===== config.mk =====
export PLATFORM = sky130hd
export DESIGN_NAME = pulse_list_loader
export DESIGN_NICKNAME = d
export VERILOG_FILES = /design/src/rtl/pulse_list_loader.sv
export SDC_FILE = /design/constraint.sdc
export NUM_CORES = 1
export LEC_CHECK = 0
export CORE_MARGIN = 5
export CORE_UTILIZATION = 54
export DETAILED_ROUTE_END_ITERATION = 10
export PLACE_DENSITY_LB_ADDON = 0.1
export SLEW_MARGIN = 20
export SYNTH_ARGS = -nofsm -noshare
export SYNTH_HDL_FRONTEND = slang
export SYNTH_SLANG_ARGS = --single-unit

===== constraint.sdc =====
create_clock -name CLK -period 2.1 [get_ports CLK]
set_input_delay 0.315 -clock CLK [delete_from_list [all_inputs] [get_ports CLK]]
set_output_delay 0.315 -clock CLK [all_outputs]
set_load 0.01 [all_outputs]

===== src/rtl/pulse_list_loader.sv =====
// Pulse-list loader: deserialises PC message words into per-ZMW pulse records and
// writes them into two ping-pong BRAM banks, tracking bank ownership with the consumer.
module pulse_list_loader #(
    parameter int unsigned DELAY          = 1,
    parameter int unsigned XB_SIZE        = 32,
    parameter int unsigned DRAM_DATA_SIZE = 256,
    parameter int unsigned N_ZMW          = 128
) (
    input  logic                       CLK,
    input  logic                       RESET_N,
    input  logic                       pc_msg_valid,
    input  logic [XB_SIZE-1:0]         pc_msg,
    output logic                       pc_msg_ack,
    output logic [1:0]                 wr_en,
    output logic [$clog2(N_ZMW)-1:0]   wr_addr,
    output logic [DRAM_DATA_SIZE-1:0]  wr_data,
    output logic [1:0]                 bank_full,
    input  logic [1:0]                 bank_release,
    output logic                       load_bank,
    output logic [15:0]                frames_loaded,
    output logic                       error,
    output logic [1:0]                 state_o
);

    localparam int unsigned WPE        = DRAM_DATA_SIZE / XB_SIZE;
    localparam int unsigned AW         = $clog2(N_ZMW);
    localparam int unsigned WCW        = (WPE > 1) ? $clog2(WPE) : 1;
    localparam logic [7:0]  HDR_OPCODE = 8'h5A;

    // DELAY only shapes timing in delay-annotated simulation; this RTL is zero-delay,
    // so it is merely range-checked alongside the structural parameters.
    if ((DRAM_DATA_SIZE % XB_SIZE) != 0 || WPE < 2 || N_ZMW < 2 ||
        (N_ZMW & (N_ZMW - 1)) != 0 || XB_SIZE < 8 || DELAY > 1000) begin : g_param_check
        $error("pulse_list_loader: illegal parameter set");
    end

    typedef enum logic [1:0] {
        ST_HDR       = 2'd0,
        ST_WAIT_BANK = 2'd1,
        ST_LOAD      = 2'd2,
        ST_ERROR     = 2'd3
    } state_t;

    state_t                    state, state_n;
    logic                      ack_n;
    logic [WCW-1:0]            word_cnt, word_cnt_n;
    logic [AW-1:0]             zmw_cnt, zmw_cnt_n;
    logic [DRAM_DATA_SIZE-1:0] rec_buf, rec_buf_n;
    logic                      rec_pending, rec_pending_n;
    logic [1:0]                wr_en_n;
    logic [AW-1:0]             wr_addr_n;
    logic [DRAM_DATA_SIZE-1:0] wr_data_n;
    logic [1:0]                bank_full_n, bank_set;
    logic                      load_bank_n;
    logic [15:0]               frames_n;
    logic                      error_n;
    logic                      take;
    logic                      hdr_ok;

    // A presented word may be taken only while no ack is outstanding for it.
    assign take    = pc_msg_valid && !pc_msg_ack;
    assign hdr_ok  = (pc_msg[XB_SIZE-1 -: 8] == HDR_OPCODE);
    assign state_o = state;

    // State and datapath registers.
    always_ff @(posedge CLK or negedge RESET_N) begin
        if (!RESET_N) begin
            state         <= ST_HDR;
            pc_msg_ack    <= 1'b0;
            word_cnt      <= '0;
            zmw_cnt       <= '0;
            rec_buf       <= '0;
            rec_pending   <= 1'b0;
            wr_en         <= '0;
            wr_addr       <= '0;
            wr_data       <= '0;
            bank_full     <= '0;
            load_bank     <= 1'b0;
            frames_loaded <= '0;
            error         <= 1'b0;
        end else begin
            state         <= state_n;
            pc_msg_ack    <= ack_n;
            word_cnt      <= word_cnt_n;
            zmw_cnt       <= zmw_cnt_n;
            rec_buf       <= rec_buf_n;
            rec_pending   <= rec_pending_n;
            wr_en         <= wr_en_n;
            wr_addr       <= wr_addr_n;
            wr_data       <= wr_data_n;
            bank_full     <= bank_full_n;
            load_bank     <= load_bank_n;
            frames_loaded <= frames_n;
            error         <= error_n;
        end
    end

    // Next-state, handshake, record assembly and bank bookkeeping.
    always_comb begin
        state_n       = state;
        ack_n         = 1'b0;
        word_cnt_n    = word_cnt;
        zmw_cnt_n     = zmw_cnt;
        rec_buf_n     = rec_buf;
        rec_pending_n = 1'b0;
        wr_en_n       = '0;
        wr_addr_n     = wr_addr;
        wr_data_n     = wr_data;
        load_bank_n   = load_bank;
        frames_n      = frames_loaded;
        bank_set      = '0;

        unique case (state)
            ST_HDR: begin
                if (take) begin
                    if (hdr_ok) begin
                        ack_n = 1'b1;
                        // A release arriving with the header frees the bank immediately.
                        if (bank_full[load_bank] && !bank_release[load_bank]) begin
                            state_n = ST_WAIT_BANK;
                        end else begin
                            state_n = ST_LOAD;
                        end
                    end else begin
                        state_n = ST_ERROR;
                    end
                end
            end

            ST_WAIT_BANK: begin
                if (bank_release[load_bank] || !bank_full[load_bank]) begin
                    state_n = ST_LOAD;
                end
            end

            ST_LOAD: begin
                if (rec_pending) begin
                    wr_en_n[load_bank] = 1'b1;
                    wr_addr_n          = zmw_cnt;
                    wr_data_n          = rec_buf;
                    if (zmw_cnt == AW'(N_ZMW - 1)) begin
                        zmw_cnt_n           = '0;
                        bank_set[load_bank] = 1'b1;
                        load_bank_n         = ~load_bank;
                        frames_n            = frames_loaded + 16'd1;
                        state_n             = ST_HDR;
                    end else begin
                        zmw_cnt_n = zmw_cnt + AW'(1);
                    end
                end else if (take) begin
                    ack_n     = 1'b1;
                    // LS word first: shifting right leaves word 0 at the bottom.
                    rec_buf_n = {pc_msg, rec_buf[DRAM_DATA_SIZE-1:XB_SIZE]};
                    if (word_cnt == WCW'(WPE - 1)) begin
                        word_cnt_n    = '0;
                        rec_pending_n = 1'b1;
                    end else begin
                        word_cnt_n = word_cnt + WCW'(1);
                    end
                end
            end

            ST_ERROR: begin
                state_n = ST_ERROR;
            end

            default: begin
                state_n = ST_ERROR;
            end
        endcase

        // Set wins over a same-bank release; releases of idle banks are no-ops.
        bank_full_n = (bank_full & ~bank_release) | bank_set;
        error_n     = (state_n == ST_ERROR);
    end

endmodule


==> summary.md, run 1 <==
| Metric | Value |
|---|---|
| Worst setup EP type | primary output |
| Maxcap violations | 0 |
| Post-route cell area | 26,900 µm² |
| Gate Count Post-Synth | 1,800 |
| Leak | 13.2 nW |
| Postcts setup bufs | 0 |
| Clock slew seen by the registers of the worst setup and hold paths | 60 ps |
| Critical Path RT | 1780 ps |
| Area Overhead vs Synth | 28.7% |
| PD cells | 1260 nW/µm² |
| Dpl hpwl | 34,200 µm |
| Clock Sink Count | 555 |
| Boundary Pins | 325 |
| Setup TNS | 0 ps |
| Deepest clock path buffer count | 3 |
| Iter 0 DRT Violations | 659 |
| Nets | 2,200 |
| Total global routing overflow | 0 |
| Area leader, netlist | dfrtp_1 |
| Layout Skew | 16.7 ps |
| Pre-CTS setup slack | 48.3 ps |
| Post-synthesis sequential element count | 555 |
| Initial antenna violation count | 0 |
| Via-per-instance ratio | 5.10 |
| PortBufs | 324 |
| Max_slew headroom | 47.0% |
| Area share of the largest cell type after synthesis | 66.5% |
| Crit path kind | flip-flop to primary output |
| DRT Wirelength | 49,000 µm |
| Pin count of the biggest net entering global routing | 136 |
| Clk Latency, worst-skew pair | 590 ps |
| Outcome | finished, final reports clean |
| Die Span Y | 207 µm |
| Sequential fraction of the synthesis area | 66.5% |
| Worst setup margin | 105 ps |
| Placed inst area | 25,200 µm² |
| # rows | 72 |
| Fillers | 2,829 |
| Arr. time, crit path | 1680 ps |
| Warnings from Yosys | 0 |
| Fin crit share | 95.0% |
| Wirelength per Cell | 18.0 µm |
| Ranking of synthesized cells by area | dfrtp_1, nand2_1, mux2_2, buf_2, xnor2_1 |
| Drc violations | 0 |
| Gpl congestion | 0.840 |
| CTS tree | built |
| Root buffer cell | clkbuf_16 |
| H-tree depth | 2 |
| Async S/R FF share, synth | 100% |
| Via Count | 13,858 |
| Worst Setup Start Kind | flip-flop |
| First-pass GRT wire length | 79,000 µm |
| Initial Util | 54.3% |
| Final Hold Fails | 0 |
| Fin crit period | 1990 ps |
| TritonRoute pass-1 iters | 5 |
| FMAX | 501 MHz |
| CP Max Fanout | 7 |
| Final Max Slew Viols | 0 |
| Die Span X | 207 µm |
| Diodes inserted | 0 |
| Post-Synthesis Cell Area | 20,900 µm² |
| Layout cell share with drive strength beyond 1 | 18.8% |
| Predominant post-synthesis flop cell | dfrtp_1 |
| Actual slew at the worst max-slew pin | 795 ps |
| EDFF count, synth | 0 |
| Post-synthesis average cell area | 11.6 µm² |
| Vias in the first global route | 14,334 |
| Most frequent cells in the layout | nand2_1, dfrtp_1, clkdlybuf4s50_1 |
| RSZ-0062 raised after global routing | no |
| Die footprint | 42,700 µm² |
| Synth unique cells | 37 |
| CORE AREA | 38,500 µm² |
| Hold Crit Class | primary input to async pin |
| Final setup viols | 0 |
| Net Count, Synth | 1,841 |
| Final ANT Viol Nets | 0 |
| Global-route usage over all layers | 23.2% |
| Num CTS Buffers | 54 |
| Most common cell after layout, fill and taps aside | nand2_1 |
| Max rail drop VDD | 695 µV |
## where the power goes
group / internal (W) / switching [W] / leakage, nW
registers: 0.0143 / 0.00284 / 7.18
logic: 0.00464 / 0.00308 / 5.19
clock network: 0.00526 / 0.00390 / 0.836
## final timing paths
kind,depth (start not counted),to,start,slack [ps]
worst max register to register,6,frames_loaded[7]$_DFFE_PN0P_,zmw_cnt[0]$_DFFE_PN0P_,240
worst min-delay path,2,wr_data[0]$_DFFE_PN0P_,RESET_N,210
max in group asynchronous,3,wr_data[204]$_DFFE_PN0P_,RESET_N,1020
min in group CLK,2,rec_buf[245]$_DFFE_PN0P_,pc_msg[21],330
worst min register to register,2,wr_data[5]$_DFFE_PN0P_,rec_buf[5]$_DFFE_PN0P_,460
worst max-delay path,2,state_o[0],state_o[0]$_DFF_PN0_,110
## cell type report
| cell class | count | area, µm² | share of cell area [%] |
|---|---|---|---|
| Clock buffer | 79 | 1570 | 5.82 |
| Tap cell | 518 | 648 | 2.41 |
| Timing Repair Buffer | 394 | 4090 | 15.2 |
| Multi-Input combinational cell | 1150 | 6580 | 24.4 |
| Inverter | 4 | 15.0 | 0.0558 |
| Clock inverter | 16 | 111 | 0.414 |
| Sequential cell | 555 | 13900 | 51.6 |
## cell families (layout without fill, tap and decap cells)
group | count (synthesis) | count (layout) | share of synthesized area [%]
AND/OR/NAND/NOR | 855 | 855 | 16.0
adder cells (fa/ha/maj) | 4 | 4 | 0.240
buffers and inverters | 95 | 493 | 2.14
XOR/XNOR | 20 | 20 | 0.838
flip-flops | 555 | 555 | 66.5
AO/OA/AOI/OAI | 12 | 12 | 0.407
multiplexers | 259 | 259 | 14.0
## critical path, cell delays in order (launching register included)
cell and delay [ps]:
dfrtp_1 390, buf_4 170, clkdlybuf4s50_1 550
## state kept, by name (all words and copies together), names as in the netlist, 2 cells and up
register	cells
wr_en	2
bank_full	2
zmw_cnt	7
state_o	2
frames_loaded	16
wr_addr	7
rec_buf	256
word_cnt	3
wr_data	256
## synthesized netlist by cell type (2+ instances only)
cell      instances
and3_1            5
buf_1             9
buf_2            58
buf_6             2
clkbuf_1         21
dfrtp_1         555
ha_1              4
inv_1             4
mux2_2          258
nand2_1         804
nand3_1          13
nand4_1           9
nor2_1            8
nor2b_1           3
nor3_1            2
nor4_1            2
nor4bb_1          2
o21ai_0           4
xnor2_1          16
xor2_1            4
## routing by layer
layer  wire length [µm]  vias to the layer above  track usage, %
li1                   -                     6500               -
met1              22500                     6939            34.4
met2              22100                      344            34.8
met3               3040                       75            5.64
met4               1290                        0            6.33
met5                  0                        -               0
## metrics by stage
step	total power, W	std cells	util [%]	hold WS (ps)
global placement	0.0246	2620	65.5	242
global route	0.0358	2716	69.9	229
floorplan	0.0200	1800	-	19.4
finish	0.0340	2716	69.9	210
detailed placement	0.0250	2620	65.5	240
CTS	0.0343	2716	69.9	198
## repair_timing
| item | in CTS | in global routing |
|---|---|---|
| setup endpoints to repair | 1 | 0 |
| gates resized for setup | 1 | 0 |
| hold endpoints to repair | 79 | 0 |
| hold buffers | 1 | 0 |
No activity file was read; power rests on OpenSTA's default activity.
==> run 2, diff against run 1 <==
Settings changed: CELL_PAD_IN_SITES_DETAIL_PLACEMENT from default to 1, CELL_PAD_IN_SITES_GLOBAL_PLACEMENT from default to 2, CORE_UTILIZATION 54 to 35, HOLD_SLACK_MARGIN from default to 0.05, MAX_ROUTING_LAYER from default to met4.
==> summary.md, run 2 (synthesized netlist as in run 1, its figures left out) <==
| Metric | Value |
|---|---|
| Post-layout util | 46.7% |
| TritonRoute pass-1 iters | 4 |
| CORE AREA | 59,100 µm² |
| PD cells | 1300 nW/µm² |
| Gpl congestion | 0.762 |
| Fillers | 6,213 |
| Clock slew seen by the registers of the worst setup and hold paths | 60 ps |
| Final Max Slew Viols | 0 |
| Biggest regs | rec_buf (256), wr_data (256), frames_loaded (16) |
| Initial antenna violation count | 1 |
| Final ANT Viol Nets | 0 |
| Iter 0 DRT Violations | 674 |
| Root buffer cell | clkbuf_16 |
| Nets | 2,199 |
| # rows | 89 |
| Leak | 13.4 nW |
| Via-per-instance ratio | 4.67 |
| Die footprint | 64,700 µm² |
| CTS tree | built |
| Most frequent cells in the layout | nand2_1, dfrtp_1, clkdlybuf4s50_1 |
| Critical Path RT | 1780 ps |
| Wirelength per Cell | 19.0 µm |
| H-tree depth | 2 |
| Die Span Y | 254 µm |
| Critical Path, Cell by Cell | clkdlybuf4s50_1 |
| Total global routing overflow | 0 |
| Clk Latency, worst-skew pair | 620 ps |
| Max_slew headroom | 59.2% |
| Deepest clock path buffer count | 3 |
| Pin count of the biggest net entering global routing | 72 |
| Storage cell area | 13,900 µm² |
| Crit path max-delay family | buffers and inverters |
| RSZ-0062 raised after global routing | no |
| Area Overhead vs Synth | 32.1% |
| Layout cell share with drive strength beyond 1 | 19.2% |
| Most common cell after layout, fill and taps aside | nand2_1 |
| DRT Wirelength | 56,600 µm |
| Maxcap violations | 0 |
| Boundary Pins | 325 |
| Drc violations | 0 |
| FMAX | 495 MHz |
| Layout Skew | 18.4 ps |
| Arr. time, crit path | 1710 ps |
| Crit path kind | flip-flop to primary output |
| Initial Util | 35.3% |
| Worst setup EP type | primary output |
| Power Total | 0.0358 W |
| Max rail drop VDD | 673 µV |
| Clock Sink Count | 555 |
| Fin crit period | 2020 ps |
| CP Max Fanout | 8 |
| Via Count | 13,918 |
| Actual slew at the worst max-slew pin | 610 ps |
| Hold Crit Class | primary input to async pin |
| Fin crit share | 96.3% |
| Multi-input logic area | 6580 µm² |
| PortBufs | 324 |
| Num CTS Buffers | 61 |
| Final setup viols | 0 |
| Die Span X | 254 µm |
| Vias in the first global route | 14,976 |
| CP max stage delay | 600 ps |
| First-pass GRT wire length | 90,200 µm |
| Final Hold Fails | 0 |
| Dpl hpwl | 39,600 µm |
| Cell at the slowest stage of the critical path | clkdlybuf4s50_1 |
| Global-route usage over all layers | 18.1% |
| Outcome | finished, final reports clean |
| Worst Path Buf+Inv | 1 |
| Worst Setup Start Kind | flip-flop |
| Setup TNS | 0 ps |
==> run 2: cell count changes in the layout (fill, tap and decap cells not counted), sizes merged <==
cell      before  now
clkbuf        79   93
clkinvlp       1    0
clkinv        13   14
bufinv         1    4
diode          0    1
buf           70   62
==> run 2: final timing paths <==
check	from	to	slack [ps]	cells after the start
max	load_bank$_DFFE_PN0P_	load_bank	80	1
min	RESET_N	wr_data[32]$_DFFE_PN0P_	210	2
max reg2reg	zmw_cnt[4]$_DFFE_PN0P_	frames_loaded[9]$_DFFE_PN0P_	290	5
min reg2reg	rec_buf[1]$_DFFE_PN0P_	wr_data[1]$_DFFE_PN0P_	460	2
max in group asynchronous	RESET_N	rec_buf[42]$_DFFE_PN0P_	1030	4
min in group CLK	pc_msg[22]	rec_buf[246]$_DFFE_PN0P_	310	2
==> run 2: timing repair <==
item,in CTS,in global routing
hold buffers,1,0
endpoints found under the hold margin,86,0
resized for setup,1,1
endpoints found under the setup margin,1,2
buffers inserted,1,1
==> run 2: area by class of cell <==
type / instances / share of cell area (%)
sequential: 555 / 50.3
multi-input combinational: 1150 / 23.8
timing repair buffer: 386 / 14.9
clock buffer: 93 / 6.70
tap: 773 / 3.50
clock inverter: 19 / 0.721
inverter: 4 / 0.0544
antenna: 1 / 0.00906
==> run 2: through the flow <==
stage | instance area, µm² | instances | hold slack (ps) | setup WS (ps)
floorplan | 20900 | 1800 | 19.4 | 425
global placement | 25500 | 2865 | 270 | 78.0
detailed placement | 25500 | 2865 | 275 | 57.4
CTS | 27600 | 2979 | 205 | 12.8
global route | 27600 | 2981 | 242 | 16.8
finish | 27600 | 2981 | 211 | 78.5
==> run 2: where the power goes <==
| group | leakage [nW] | internal [W] | switching [W] |
|---|---|---|---|
| logic | 5.18 | 0.00465 | 0.00309 |
| clock network | 1.02 | 0.00651 | 0.00430 |
| registers | 7.18 | 0.0143 | 0.00296 |
| total | 13.4 | 0.0254 | 0.0104 |
==> run 2: metal layers <==
metal  share of wire [%]  global-route usage, %  vias up
met5                   0                      -        -
met4                 1.7                   4.13        0
met3                 5.1                   3.88       74
met2                  45                   26.9      236
met1                  48                   25.7     7100
li1                    -                      -     6508
